## src/rtl/thermal_scan_ctrl.sv

```systemverilog
// rtl/thermal_scan_ctrl.sv - byte-stream controller for RO thermal sensor scans and heater groups
module thermal_scan_ctrl #(
  parameter int N_SENSORS = 8,
  parameter int N_HEATERS = 8,
  parameter int CNT_BYTES = 8,
  parameter int SEL_W     = 3
) (
  input  logic                   clk,
  input  logic                   rst,
  input  logic                   data_in_rd_ready,
  output logic                   data_in_rd_en,
  input  logic [7:0]             data_in,
  input  logic                   data_out_wr_ready,
  output logic                   data_out_wr_en,
  output logic [7:0]             data_out,
  output logic [N_SENSORS-1:0]   ro_sensor_enable,
  output logic [SEL_W-1:0]       sensor_select,
  output logic                   ro_and_timer_reset,
  input  logic [8*CNT_BYTES-1:0] ro_counter_value,
  input  logic [8*CNT_BYTES-1:0] timer_counter_value,
  output logic [N_HEATERS-1:0]   heater_enable,
  input  logic [8*CNT_BYTES-1:0] heater_counter_value
);
  localparam int CNT_W = 8 * CNT_BYTES;
  localparam int REC_W = 8 + 2 * CNT_W;
  localparam int IDX_W = SEL_W + 1;

  localparam logic [7:0] OP_HEAT_ON  = 8'h02;
  localparam logic [7:0] OP_HEAT_OFF = 8'h03;
  localparam logic [7:0] OP_SCAN     = 8'h04;
  localparam logic [7:0] OP_SCAN_N   = 8'h05;

  typedef enum logic [3:0] {
    IDLE, READ_OP, READ_ARGS, HEAT_SET, HEAT_REPORT,
    SCAN_NEXT, MEAS_START, MEAS_WAIT, SEND_REC
  } state_t;

  state_t            state;
  logic [7:0]        opcode;
  logic [7:0]        arg_byte;
  logic [7:0]        arg_cnt;
  logic [7:0]        byte_cnt;
  logic [CNT_W-1:0]  window;
  logic [7:0]        scan_mask;
  logic [7:0]        rounds;
  logic [IDX_W-1:0]  idx;
  logic [SEL_W-1:0]  cur_sel;
  logic [REC_W-1:0]  tx_sr;
  logic              gap;
  logic              wr_ready_q;

  logic              found;
  logic [SEL_W-1:0]  next_i;
  logic [CNT_W-1:0]  win_eff;
  logic              tx_fire;

  // Descending walk so the lowest qualifying index is the one left standing.
  always_comb begin
    found  = 1'b0;
    next_i = '0;
    for (int k = N_SENSORS - 1; k >= 0; k--) begin
      if (scan_mask[k] && (IDX_W'(k) >= idx)) begin
        found  = 1'b1;
        next_i = SEL_W'(k);
      end
    end
  end

  assign win_eff = (window == '0) ? CNT_W'(1) : window;
  assign tx_fire = !gap && data_out_wr_ready && wr_ready_q;

  always_ff @(posedge clk or posedge rst) begin
    if (rst) begin
      state              <= IDLE;
      opcode             <= '0;
      arg_byte           <= '0;
      arg_cnt            <= '0;
      byte_cnt           <= '0;
      window             <= '0;
      scan_mask          <= '0;
      rounds             <= '0;
      idx                <= '0;
      cur_sel            <= '0;
      tx_sr              <= '0;
      gap                <= 1'b0;
      wr_ready_q         <= 1'b0;
      data_in_rd_en      <= 1'b0;
      data_out_wr_en     <= 1'b0;
      data_out           <= '0;
      ro_sensor_enable   <= '0;
      sensor_select      <= '0;
      ro_and_timer_reset <= 1'b0;
      heater_enable      <= '0;
    end else begin
      data_in_rd_en      <= 1'b0;
      data_out_wr_en     <= 1'b0;
      ro_and_timer_reset <= 1'b0;
      gap                <= 1'b0;
      wr_ready_q         <= data_out_wr_ready;
      case (state)
        IDLE: state <= READ_OP;
        READ_OP: begin
          if (!gap && data_in_rd_ready) begin
            data_in_rd_en <= 1'b1;
            gap           <= 1'b1;
            opcode        <= data_in;
            arg_cnt       <= '0;
            case (data_in)
              OP_HEAT_ON, OP_SCAN, OP_SCAN_N: state <= READ_ARGS;
              OP_HEAT_OFF: begin
                heater_enable <= '0;
                tx_sr         <= {heater_counter_value, {(REC_W - CNT_W){1'b0}}};
                byte_cnt      <= '0;
                state         <= HEAT_REPORT;
              end
              default: state <= IDLE;
            endcase
          end
        end
        READ_ARGS: begin
          if (!gap && data_in_rd_ready) begin
            data_in_rd_en <= 1'b1;
            gap           <= 1'b1;
            arg_cnt       <= arg_cnt + 8'd1;
            if (opcode == OP_HEAT_ON) begin
              arg_byte <= data_in;
              state    <= HEAT_SET;
            end else if (arg_cnt < 8'(CNT_BYTES)) begin
              window <= (window << 8) | CNT_W'(data_in);
            end else if (arg_cnt == 8'(CNT_BYTES)) begin
              scan_mask <= data_in;
              if (opcode == OP_SCAN) begin
                rounds <= 8'd1;
                idx    <= '0;
                state  <= SCAN_NEXT;
              end
            end else begin
              rounds <= (data_in == 8'd0) ? 8'd1 : data_in;
              idx    <= '0;
              state  <= SCAN_NEXT;
            end
          end
        end
        HEAT_SET: begin
          heater_enable <= arg_byte[N_HEATERS-1:0];
          state         <= IDLE;
        end
        HEAT_REPORT, SEND_REC: begin
          if (tx_fire) begin
            data_out       <= tx_sr[REC_W-1 -: 8];
            data_out_wr_en <= 1'b1;
            gap            <= 1'b1;
            tx_sr          <= tx_sr << 8;
            byte_cnt       <= byte_cnt + 8'd1;
            if (state == HEAT_REPORT) begin
              if (byte_cnt == 8'(CNT_BYTES - 1)) state <= IDLE;
            end else if (byte_cnt == 8'(2 * CNT_BYTES)) begin
              idx   <= IDX_W'(cur_sel) + IDX_W'(1);
              state <= SCAN_NEXT;
            end
          end
        end
        SCAN_NEXT: begin
          if (found) begin
            cur_sel <= next_i;
            state   <= MEAS_START;
          end else if (rounds > 8'd1) begin
            rounds <= rounds - 8'd1;
            idx    <= '0;
          end else begin
            rounds <= '0;
            state  <= IDLE;
          end
        end
        MEAS_START: begin
          sensor_select      <= cur_sel;
          ro_sensor_enable   <= N_SENSORS'(1) << cur_sel;
          ro_and_timer_reset <= 1'b1;
          state              <= MEAS_WAIT;
        end
        MEAS_WAIT: begin
          // The timer still shows its pre-clear value while the clear pulse is out.
          if (!ro_and_timer_reset && (timer_counter_value >= win_eff)) begin
            tx_sr            <= {rounds[0], 4'b0000, 3'(cur_sel), ro_counter_value, timer_counter_value};
            ro_sensor_enable <= '0;
            byte_cnt         <= '0;
            state            <= SEND_REC;
          end
        end
        default: state <= IDLE;
      endcase
    end
  end
endmodule

```

## config.mk

```make
export PLATFORM = sky130hd
export DESIGN_NAME = thermal_scan_ctrl
export DESIGN_NICKNAME = d
export VERILOG_FILES = /design/src/rtl/thermal_scan_ctrl.sv
export SDC_FILE = /design/constraint.sdc
export NUM_CORES = 1
export LEC_CHECK = 0
export CAP_MARGIN = 20
export CORE_ASPECT_RATIO = 1.2
export CORE_MARGIN = 2
export CORE_UTILIZATION = 55
export CTS_CLUSTER_SIZE = 8
export DETAILED_ROUTE_END_ITERATION = 12
export GPL_TIMING_DRIVEN = 0
export PLACE_DENSITY = 0.87
export SLEW_MARGIN = 20
export SYNTH_ARGS = -nofsm -noshare
export SYNTH_HDL_FRONTEND = slang
export SYNTH_SLANG_ARGS = --single-unit
```

## constraint.sdc

```tcl
create_clock -name clk -period 11.17 [get_ports clk]
set_clock_uncertainty 0.05 [all_clocks]
set_input_delay 1.6755 -clock clk [delete_from_list [all_inputs] [get_ports clk]]
set_output_delay 1.6755 -clock clk [all_outputs]
set_load 0.05 [all_outputs]
```

==> results.json <==
{
  "place_congestion": 0.9336,
  "post_cts_buffers": 0,
  "track_usage_pct": 30.33,
  "syn-num-nets": 1768,
  "critical_path.most_common_cell": "buf_12",
  "muxShareOfSynthArea_pct": 13.28,
  "cellPowerDensity_nw_per_um2": 232.6,
  "finalHoldViolCount": 0,
  "numCtsBuffers": 42,
  "cts_buffer_depth": 3,
  "rsz0062_at_grt": "false",
  "rows": 67,
  "startpoint_type": "flop",
  "period_needed_ns": 5.069,
  "ys_seq_elements": 291,
  "ios": 234,
  "cts_tree": "done",
  "drt_iter0_drc": 1200,
  "placed_area_sq_um": 18360,
  "worst_pin_slew_ns": 0.9736,
  "cp_slowest_cell": "o41ai_1",
  "antenna_cells": 0,
  "synthArstFlopShare_pct": 100.0,
  "drv_slew": 0,
  "core_sq_um": 27830,
  "postSynthCellCount": 1488,
  "cts_resized": 0,
  "clkTransAtPathRegs_ns": 0.05,
  "status": "finished, final reports clean",
  "min_path_type": "flop to flop",
  "yosys.area_share.simple_pct": 12.25,
  "synth_top_family_by_area": "compound AO/OA/AOI/OAI gates",
  "critical_path.max_fanout": 10,
  "die_y_um": 187.8,
  "syn_area_per_cell_sq_um": 10.40,
  "cts-root-buf": "clkbuf_16",
  "crit_type": "flop to flop",
  "grt_pass1_vias": 13630,
  "fmax_mhz": 197.3,
  "syn-cell-area_sq_um": 15480,
  "drtAntennaViolNets": 0,
  "die_area_sq_um": 29500,
  "layout-area-overhead-vs-synth_pct": 26.01,
  "synthAdderAreaFrac_pct": 6.144,
  "grt_max_degree": 111,
  "post-dp-hpwl_um": 32980,
  "start_util_pct": 55.61,
  "finalWirelength_um": 44770,
  "avgViaCountPerCell": 6.018,
  "synth_ff_type": "dfrtp_1",
  "arrival_ns": 5.42,
  "crit_buf_inv": 2,
  "yosys.area_share.xor_xnor_pct": 0.1132,
  "grt_pass1_wl_um": 70590,
  "portBuffers": 232,
  "layout_common_cells": "dfrtp_1 (291), nand2_1 (256), clkdlybuf4s50_1 (232), o21ai_0 (118), mux2_2 (106)",
  "htree_num_levels": 2,
  "nets": 2047,
  "hold_buffers": 0,
  "finalCritPeriodShare_pct": 45.38,
  "slew_headroom_pct": 34.85,
  "slowest_delay_ns": 0.72,
  "drive_above_1_share_pct": 13.68,
  "drtPass1Iterations": 5,
  "synth_compound_area_share_pct": 15.88,
  "fin_area_sq_um": 19500,
  "antenna_found_initial": 0,
  "yosys.cell_types.count": 65,
  "wl_per_cell_um": 20.84,
  "cts_sinks": 291,
  "required_ns": 11.52,
  "worstPathCellList": "nor4_1 > nand4_1 > o41ai_1 > ha_1 > nand2b_1 > a2111oi_2 > o32a_1 > a21oi_1 > o41ai_4 > a21oi_4 > buf_12 > buf_12 > mux2_4",
  "crit_path_end_kind": "flop",
  "setup_viol": 0,
  "static-leakage-power_nw": 8.712,
  "clk_latency_ns": 0.52,
  "ys_seq_area_share_pct": 47.05,
  "vias": 12930,
  "cpLargestDelayFamily": "compound AO/OA/AOI/OAI gates",
  "total_power_mw": 4.536,
  "synth_edf_count": 0,
  "yosys_warnings": 0,
  "cap_violations": 0,
  "grt_overflow_total": 0,
  "die_w_um": 157.1,
  "ir_drop_mv": 0.1518,
  "final_common_cell": "dfrtp_1",
  "drcViolationCount": 0
}
==> worst register-to-register path, stage by stage, from the launching register on <==
cell and delay, ns:
dfrtp_1 0.39, nor4_1 0.57, nand4_1 0.29, o41ai_1 0.72, ha_1 0.36, nand2b_1 0.15, a2111oi_2 0.35, o32a_1 0.29
a21oi_1 0.13, o41ai_4 0.66, a21oi_4 0.25, buf_12 0.26, buf_12 0.16, mux2_4 0.31
==> worst paths after layout <==
kind,startpoint,end,slack [ns],cells after the start
hold reg to reg,tx_sr[135]$_DFFE_PP0P_,data_out[7]$_DFFE_PP0P_,0.42,2
setup / recovery,window[0]$_DFFE_PP0P_,tx_sr[82]$_DFFE_PP0P_,6.10,13
max in group asynchronous,rst,scan_mask[4]$_DFFE_PP0P_,8.51,4
hold / removal,tx_sr[135]$_DFFE_PP0P_,data_out[7]$_DFFE_PP0P_,0.42,2
min in group asynchronous,rst,tx_sr[79]$_DFFE_PP0P_,1.52,2
setup reg to reg,window[0]$_DFFE_PP0P_,tx_sr[82]$_DFFE_PP0P_,6.10,13
==> stage by stage <==
step / setup TNS, ns / utilization [%] / cells / setup WS [ns] / hold WS (ns)
global route: 0 / 70.07 / 2148 / 6.138 / 0.4506
CTS: 0 / 70.05 / 2148 / 6.259 / 0.4180
floorplan: 0 / - / 1488 / 1.410 / 0.3848
global placement: -521.06 / 65.65 / 2099 / -1.809 / 0.4019
detailed placement: 0 / 65.98 / 2102 / 5.965 / 0.4077
finish: 0 / 70.07 / 2148 / 6.101 / 0.4182
==> sequential cells by signal (all words and copies together) (netlist names), 3 cells and up <==
register	cells
tx_sr	136
window	64
arg_byte	8
arg_cnt	8
byte_cnt	8
data_out	8
heater_enable	8
opcode	8
ro_sensor_enable	8
rounds	8
scan_mask	8
idx	4
state	4
cur_sel	3
sensor_select	3
==> synthesized netlist by cell type, types with 7 or more instances <==
library cell | n | share of area, %
o2bb2ai_1 | 9 | 0.51
nand2b_1 | 7 | 0.28
dfrtp_1 | 291 | 47
a31oi_1 | 8 | 0.32
nor3_1 | 18 | 0.58
o21ai_0 | 118 | 3.8
mux2_2 | 106 | 7.7
nand2_1 | 256 | 6.2
nor2b_1 | 8 | 0.32
a22oi_1 | 59 | 2.9
inv_1 | 101 | 2.4
nor2_1 | 30 | 0.73
nand3_1 | 27 | 0.87
a21oi_1 | 36 | 1.2
nor4_1 | 24 | 0.97
buf_4 | 7 | 0.34
ha_1 | 76 | 6.1
nand4_1 | 22 | 0.89
a22o_1 | 69 | 3.9
clkbuf_1 | 57 | 1.4
mux2_4 | 54 | 5.2
==> logic make-up after synthesis <==
logic type	after synthesis
AOI/OAI and AO/OA	355
buffers and inverters	180
muxes	165
xor gates and xnor gates	2
and+or+nand+nor	419
DFF	291
adders and majority gates	76
==> layer usage <==
metal	up-vias	GRT usage [%]	share of wire (%)
li1	5873	-	-
met1	6272	34.43	37
met5	-	0	0
met4	0	16.36	5.7
met2	613	52.88	49
met3	169	6.587	7.7
==> cell type report <==
class,count,area [sq um]
Inverter,102,390.4
Buffer,78,435.4
Tap cell,379,474.2
Clock buffer,45,1126
Fill cell,2004,8330
Sequential cell,291,7282
Clock inverter,1,7.507
Timing Repair Buffer,235,2405
Multi-Input combinational cell,1017,7381
==> report_power, final <==
part           switching, mW  internal (mW)
Clock                  0.433          0.699
Sequential             0.247           1.40
Combinational          0.977          0.783
Note: power is estimated with default switching activity, not from simulation.
